## src/rtl/reg_writeback_arbiter.sv

```systemverilog
// Register-file writeback arbiter: merges single-cycle ALU results with buffered
// mul/div results and keeps a per-register pending mask for ordering checks.
module reg_writeback_arbiter #(
    parameter int MD_FIFO_DEPTH = 2
) (
    input  logic        CLK,
    input  logic        RESET,
    input  logic        ALU_VALID,
    input  logic [4:0]  ALU_RD,
    input  logic [31:0] ALU_DATA,
    input  logic        MD_VALID,
    input  logic [4:0]  MD_RD,
    input  logic [31:0] MD_DATA,
    output logic        MD_READY,
    input  logic        ISSUE_VALID,
    input  logic [4:0]  ISSUE_RD,
    output logic        WRITE_ENABLE,
    output logic [4:0]  WRITE_ADDRESS,
    output logic [31:0] WRITE_DATA,
    output logic [31:0] BUSY_MASK,
    output logic        WAW_ERR
);

    localparam int AW = $clog2(MD_FIFO_DEPTH);
    localparam logic [AW:0] DEPTH_CNT = (AW + 1)'(MD_FIFO_DEPTH);

    logic [4:0]    fifo_rd   [MD_FIFO_DEPTH];
    logic [31:0]   fifo_data [MD_FIFO_DEPTH];
    logic [AW-1:0] rd_ptr;
    logic [AW-1:0] wr_ptr;
    logic [AW:0]   count;

    logic        alu_sel;
    logic        fifo_empty;
    logic        md_accept;
    logic        pop;
    logic        bypass;
    logic        push;
    logic        md_sel;
    logic [4:0]  sel_rd;
    logic [31:0] sel_data;
    logic [31:0] set_vec;
    logic [31:0] clr_vec;

    // MD handshake: a result transfers on a rising edge where MD_VALID and
    // MD_READY are both high; MD_READY depends only on occupancy and RESET.
    assign MD_READY   = !RESET && (count < DEPTH_CNT);
    assign md_accept  = MD_VALID && MD_READY;
    assign fifo_empty = (count == '0);

    // An ALU result to x0 does not claim the port, so the MD side may drain.
    assign alu_sel = ALU_VALID && (ALU_RD != 5'd0);
    assign pop     = !alu_sel && !fifo_empty;
    assign bypass  = !alu_sel && fifo_empty && md_accept;
    assign push    = md_accept && !bypass;
    assign md_sel  = pop || bypass;

    assign sel_rd   = pop ? fifo_rd[rd_ptr]   : MD_RD;
    assign sel_data = pop ? fifo_data[rd_ptr] : MD_DATA;

    always_comb begin
        set_vec = '0;
        clr_vec = '0;
        if (ISSUE_VALID) set_vec[ISSUE_RD] = 1'b1;
        if (md_sel)      clr_vec[sel_rd]   = 1'b1;
    end

    always_ff @(posedge CLK) begin
        if (push) begin
            fifo_rd[wr_ptr]   <= MD_RD;
            fifo_data[wr_ptr] <= MD_DATA;
        end
    end

    always_ff @(posedge CLK) begin
        if (RESET) begin
            rd_ptr        <= '0;
            wr_ptr        <= '0;
            count         <= '0;
            WRITE_ENABLE  <= 1'b0;
            WRITE_ADDRESS <= '0;
            WRITE_DATA    <= '0;
            BUSY_MASK     <= '0;
            WAW_ERR       <= 1'b0;
        end else begin
            if (push) wr_ptr <= wr_ptr + 1'b1;
            if (pop)  rd_ptr <= rd_ptr + 1'b1;
            case ({push, pop})
                2'b10:   count <= count + 1'b1;
                2'b01:   count <= count - 1'b1;
                default: count <= count;
            endcase

            if (alu_sel) begin
                WRITE_ENABLE  <= 1'b1;
                WRITE_ADDRESS <= ALU_RD;
                WRITE_DATA    <= ALU_DATA;
            end else if (md_sel) begin
                WRITE_ENABLE  <= (sel_rd != 5'd0);
                WRITE_ADDRESS <= sel_rd;
                WRITE_DATA    <= sel_data;
            end else begin
                WRITE_ENABLE  <= 1'b0;
                WRITE_ADDRESS <= '0;
                WRITE_DATA    <= '0;
            end

            // Set after clear so a same-edge issue keeps the bit; x0 never tracks.
            BUSY_MASK <= ((BUSY_MASK & ~clr_vec) | set_vec) & ~32'd1;

            if (alu_sel && BUSY_MASK[ALU_RD]) WAW_ERR <= 1'b1;
        end
    end

endmodule

```

## config.mk

```make
export PLATFORM = sky130hd
export DESIGN_NAME = reg_writeback_arbiter
export DESIGN_NICKNAME = d
export VERILOG_FILES = /design/src/rtl/reg_writeback_arbiter.sv
export SDC_FILE = /design/constraint.sdc
export NUM_CORES = 1
export LEC_CHECK = 0
export ABC_AREA = 0
export CORE_ASPECT_RATIO = 2
export CORE_MARGIN = 10
export CORE_UTILIZATION = 54
export CTS_BUF_LIST = sky130_fd_sc_hd__clkbuf_16
export DETAILED_ROUTE_END_ITERATION = 16
export PLACE_DENSITY_LB_ADDON = 0.3
export SETUP_SLACK_MARGIN = 0.2
export SLEW_MARGIN = 20
export SYNTH_ARGS = -nofsm -noshare
export SYNTH_HDL_FRONTEND = slang
export SYNTH_SLANG_ARGS = --single-unit
```

## constraint.sdc

```tcl
create_clock -name CLK -period 7.5 [get_ports CLK]
set_clock_uncertainty 0.1 [all_clocks]
set_input_delay 1.5 -clock CLK [delete_from_list [all_inputs] [get_ports CLK]]
set_output_delay 1.5 -clock CLK [all_outputs]
set_load 0.005 [all_outputs]
```

# ---- After elaboration in Yosys (flattened, before gate mapping)
# Memories as Yosys holds them, arrays and structs flattened. A register that Yosys moved wholly into a read port is not among the register bits.
# Index checks and enable logic that the tools add are counted.
dict set report totals {
  ram_bits 74
  out_inout_bits 72
  regBits 75
  mem_count 2
  wordCells 68
}
# memory words word_bits rd rd_ports_with_merged_regs wr line_no
set memory_table {}
lappend memory_table {fifo_data 2 32 1 1 1 28} ;# logic [31:0] fifo_data [MD_FIFO_DEPTH];
lappend memory_table {fifo_rd 2 5 1 1 1 27} ;# logic [4:0] fifo_rd [MD_FIFO_DEPTH];
dict set report classes {
  add_sub_neg 4
  n_reduce_logical 19
  n_mux 23
  order_cmp 6
  n_bitwise 3
  eq_ne 2
}
# operator n
set ops {}
lappend ops {{$mux W32} 5}
lappend ops {{$and A32 B32 Y32} 1}
lappend ops {{$not A32 Y32} 1}
lappend ops {{$or A32 B32 Y32} 1}
lappend ops {{$lt A5 B6 Y1 const B} 3}
lappend ops {{$mux W5} 3}
lappend ops {{$mux W1} 11}
lappend ops {{$demux W1 S5} 2}
lappend ops {{$ge A5 B1 Y1 const B} 2}
lappend ops {{$logic_and A1 B1 Y1} 10}
lappend ops {{$reduce_bool A5 Y1} 2}
lappend ops {{$bmux W1 S5} 1}
lappend ops {{$logic_not A1 Y1} 4}
lappend ops {{$pmux W2 S2} 1}
lappend ops {{$add A1 B1 Y1 const B} 2}
lappend ops {{$add A2 B1 Y2 const B} 1}
lappend ops {{$eq A2 B1 Y1 const B} 1}
lappend ops {{$eq A2 B2 Y1 const B} 1}
lappend ops {{$logic_not A2 Y1} 1}
lappend ops {{$lt A2 B2 Y1 const B} 1}
lappend ops {{$reduce_bool A2 Y1} 1}
lappend ops {{$sub A2 B1 Y2 const B} 1}
lappend ops {{$logic_or A1 B1 Y1} 1}

# ---- Logic depth before layout (Yosys ltp)
dict set report logic_depth {
  depth_word 13
  ltp_mapped 9
  ltp_nobuf 7
}

# ---- Least setup slack after synthesis
# No wires, ideal clock.
dict set report synth_timing {
  kind {input-to-reg}
  start {input ALU_RD[4]}
  end {memory fifo_data[0][0] (enable)}
  setup_time_ns 0.431
  path_stages 6
  required_time_ns 6.969
  n_path_buf 2
  arrival_ns 3.791
  setup_slack_ns 3.177
  path_cell_list {clkbuf_1 -> or4_4 -> o21a_4 -> buf_6 -> o21ai_4 -> nor2_1}
}
dict set report synth_between {
  elab_chain_cells 9
}
# item line_no
set synth_lines {}
lappend synth_lines {{start: declaration} 9} ;# input logic [4:0] ALU_RD,
lappend synth_lines {{$reduce_bool A5 Y1} 52} ;# assign alu_sel = ALU_VALID && (ALU_RD != 5'd0);
lappend synth_lines {{$logic_and A1 B1 Y1} 52}
lappend synth_lines {{$logic_not A1 Y1} 54} ;# assign bypass = !alu_sel && fifo_empty && md_accept;
lappend synth_lines {{$logic_and A1 B1 Y1 (2 in a row)} 54}
lappend synth_lines {{$logic_not A1 Y1} 55} ;# assign push = md_accept && !bypass;
lappend synth_lines {{$logic_and A1 B1 Y1} 55}
lappend synth_lines {{$mux W1} 69} ;# if (push) begin
lappend synth_lines {{$mux W1 (not written as such)} 71} ;# fifo_data[wr_ptr] <= MD_DATA;
lappend synth_lines {{end: declaration} 28}
# No other way between the ends.

# ---- Final worst setup path
dict set report layout_timing {
  start {input RESET}
  end {output MD_READY}
}
dict set report layout_between {
  elab_chain_cells 2
}
# item line_no
set layout_lines {}
lappend layout_lines {{start: declaration} 7} ;# input logic RESET,
lappend layout_lines {{$logic_not A1 Y1} 47} ;# assign MD_READY = !RESET && (count < DEPTH_CNT);
lappend layout_lines {{$logic_and A1 B1 Y1} 47}
lappend layout_lines {{end: declaration} 14} ;# output logic MD_READY,
# No other way between the ends.

==> results.toml <==
[placed_design]
gp_routability_congestion = 0.894
port_buffers = 154
dp_hpwl_um = 13500
place_ws_ns = 2.83

[setup_path]
cp_slowest_cell = "buf_4"
worstPathRequired_ns = 5.90
crit_chain = "buf_2 > buf_4 > nor2_1 > clkdlybuf4s50_1"
max_stage_delay_ns = 0.54
path_class = "in2out"
worstSetupStartpointType = "primary input"
endpoint_kind = "primary output"
cp.arrival_ns = 2.70
path_max_fanout = 60

[sta]
finalHoldViolations = 0
relSlewSlack_pct = 29.5
tightest_slew_ns = 1.05
finalMaxSlewViolations = 0
fin_crit_sh_pct = 57.3
min_period_ns = 4.30
finalSetupTns_ns = 0
fin_ws_ns = 3.20
rsz0062_at_grt = "no"
fmax_mhz = 233
setup_violations = 0

[cells_and_area]
diodes = 0
seqCellArea_um2 = 3720
fillers = 777
syn_to_final_growth_pct = 34.0
drive_above_1_share_pct = 7.45
final_nets = 824
multi_input_area_um2 = 2530

[routing]
dr_total_vias = 5506
ant_nets = 0
drt_iter0_markers = 367
wl_per_cell_um = 21.4
via_per_inst = 6.14
drt_first_pass_iters = 5
drc_errors = 0
wl_um = 19200

[synth]
netlist_area_um2 = 6460
yosysUniqueCellTypes = 55
synth_edf_count = 74
syn-num-nets = 686
synth.top_cell.area_share_pct = 34.4
ys_seq_elements = 149
synth-seq-area-share_pct = 57.6
syn_area_per_cell_um2 = 10.8
yosysTopAreaCell = "edfxtp_1"
yosys-top-cells-area = "edfxtp_1 (34%), dfxtp_1 (23%), mux2i_1 (6.8%), nand2_1 (5.5%), o21ai_0 (4.2%)"
syn_inst = 601
ys_warn_count = 0
ys.flop_type = "dfxtp_1"
synthArstFlopShare_pct = 0

[grt]
grt_max_degree = 75
grt.total_usage_pct = 21.5
antenna_found_initial = 0
overflow = 0
grt_pass1_wl_um = 29800
grt_pass1_vias = 5713

[power]
pwr-share-clk_pct = 34.6
ir_drop_mv = 0.251
power_leakage_nw = 3.08
powerDensity_nw_per_um2 = 271
p_int_w = 0.00165
p_seq_share_pct = 40.3
combPwrFrac_pct = 25.0
switchingPower_w = 0.000700
swShare_pct = 29.8

[clock_network]
ctsResizeCount = 0
cts_hold_buf = 0
clock_sinks = 149
post-cts-setup-buffers = 0
path_clk_slew_ns = 0.06
tritoncts = "built"
clk_path_buf_depth = 2
cts_buffers = 17
clk_latency_ns = 0.42
cts-htree-levels = 4
root_buffer = "clkbuf_16"

[floorplanning]
dieArea_um2 = 17000
io_pins = 156
core_um2 = 11700
start_util_pct = 55.2
die_y_um = 175
die_w_um = 97.4
row_count = 56

[outcome]
status = "finished, final reports clean"

[run]
max-cap-violations = 0

[min_path]
min_path_type = "reg2reg"
[placed cells by master (no fill, tap or decap), types with 3 or more instances in the layout]
| cell type | Yosys | final |
|---|---|---|
| clkdlybuf4s50_1 | 0 | 153 |
| clkbuf_16 | 0 | 21 |
| nor3b_1 | 4 | 4 |
| o21ai_0 | 54 | 54 |
| or3_1 | 3 | 3 |
| a21oi_1 | 28 | 28 |
| nor2_1 | 45 | 42 |
| o32ai_1 | 3 | 3 |
| buf_4 | 3 | 7 |
| o22ai_1 | 7 | 7 |
| o311ai_1 | 15 | 15 |
| nand2b_1 | 8 | 8 |
| clkinv_2 | 0 | 3 |
| nor4b_1 | 4 | 4 |
| nand3b_1 | 3 | 3 |
| nand2_1 | 94 | 94 |
| o31ai_1 | 7 | 7 |
| inv_1 | 3 | 7 |
| xnor2_1 | 3 | 3 |
| nand3_1 | 3 | 3 |
| mux2i_1 | 44 | 44 |
| nor2_4 | 0 | 3 |
| mux4_2 | 5 | 5 |
| a22oi_1 | 33 | 33 |
| dfxtp_1 | 75 | 74 |
| nor3_1 | 8 | 8 |
| edfxtp_1 | 74 | 74 |
[sequential cells by signal (all words and copies together) (netlist names), named ones only]
signal and flops:
fifo_data 64, count 2, WRITE_ADDRESS 5, WRITE_DATA 32, rd_ptr 1, wr_ptr 1
WAW_ERR 1, BUSY_MASK 31, fifo_rd 10, WRITE_ENABLE 1
[final timing paths]
check | from | endpoint | slack (ns) | cells after the start
worst max-delay path | RESET | MD_READY | 3.20 | 4
worst min-delay path | WAW_ERR | WAW_ERR | 0.40 | 1
worst max register to register | flop | BUSY_MASK[29] | 4.88 | 6
worst min register to register | WAW_ERR | WAW_ERR | 0.40 | 1
[per-stage QoR]
step / cell area [um2] / hold slack (ns) / total power [W] / utilization, % / instances
2_1_floorplan: 6460 / 0.374 / 0.00133 / - / 601
3_3_place_gp: 8040 / 0.371 / 0.00152 / 68.7 / 863
3_5_place_dp: 8040 / 0.391 / 0.00154 / 68.7 / 863
4_1_cts: 8620 / 0.398 / 0.00235 / 73.6 / 895
5_1_grt: 8660 / 0.413 / 0.00245 / 74.0 / 897
6_report: 8660 / 0.396 / 0.00235 / 74.0 / 897
[Yosys cell counts (2+ instances only)]
| cell | number |
|---|---|
| o311ai_1 | 15 |
| o21ai_0 | 54 |
| o32ai_1 | 3 |
| buf_4 | 3 |
| or3_1 | 3 |
| o31ai_1 | 7 |
| or2_2 | 2 |
| nand3b_1 | 3 |
| nand3_1 | 3 |
| nor4b_1 | 4 |
| xnor2_1 | 3 |
| o211ai_1 | 2 |
| nand4_1 | 2 |
| buf_6 | 3 |
| mux2i_1 | 44 |
| nor4bb_1 | 2 |
| nand2_1 | 94 |
| inv_1 | 3 |
| nor3_1 | 8 |
| buf_2 | 17 |
| o22ai_1 | 7 |
| mux4_2 | 5 |
| and3b_1 | 2 |
| edfxtp_1 | 74 |
| buf_1 | 6 |
| a22oi_1 | 33 |
| o21ai_1 | 2 |
| nor3b_1 | 4 |
| a21oi_1 | 28 |
| nand2b_1 | 8 |
| dfxtp_1 | 75 |
| nor2_1 | 45 |
| clkbuf_1 | 15 |
[routing by layer]
layer	up-vias	share of wire [%]	track usage, %
met3	96	7.4	5.69
met2	322	54	39.5
met4	0	5.6	14.1
met1	2591	33	20.2
li1	2497	-	-
met5	-	0	0
[power by group through the flow]
stage,sequential [W],clock [W],combinational (W)
final,0.000947,0.000814,0.000588
after global routing,0.000951,0.000857,0.000646
after CTS,0.000947,0.000820,0.000583
after detailed placement,0.000963,0,0.000577
after global placement,0.000960,0,0.000559
after floorplan,0.000958,0,0.000371
[layout make-up]
cell class	instances	share of cell area, %
Clock buffer	21	6.07
Tap cell	145	2.09
Sequential cell	149	43.0
Inverter	4	0.173
Clock inverter	11	0.607
Timing Repair Buffer	163	18.9
Multi-Input combinational cell	404	29.2
[critical path, delay by kind of cell]
| kind | cells | cell delay, ns |
|---|---|---|
| and+or+nand+nor | 1 | 0.09 |
| buffers and inverters | 3 | 1.09 |
[cell families after synthesis]
logic type	synth area share (%)
fa+ha+maj	0.194
buf+inv	3.64
compound gates	15.8
simple gates	13.5
other cells	0.0580
xor+xnor	0.542
flops	57.6
mux	8.73
Power figures use the tool's default switching activity.
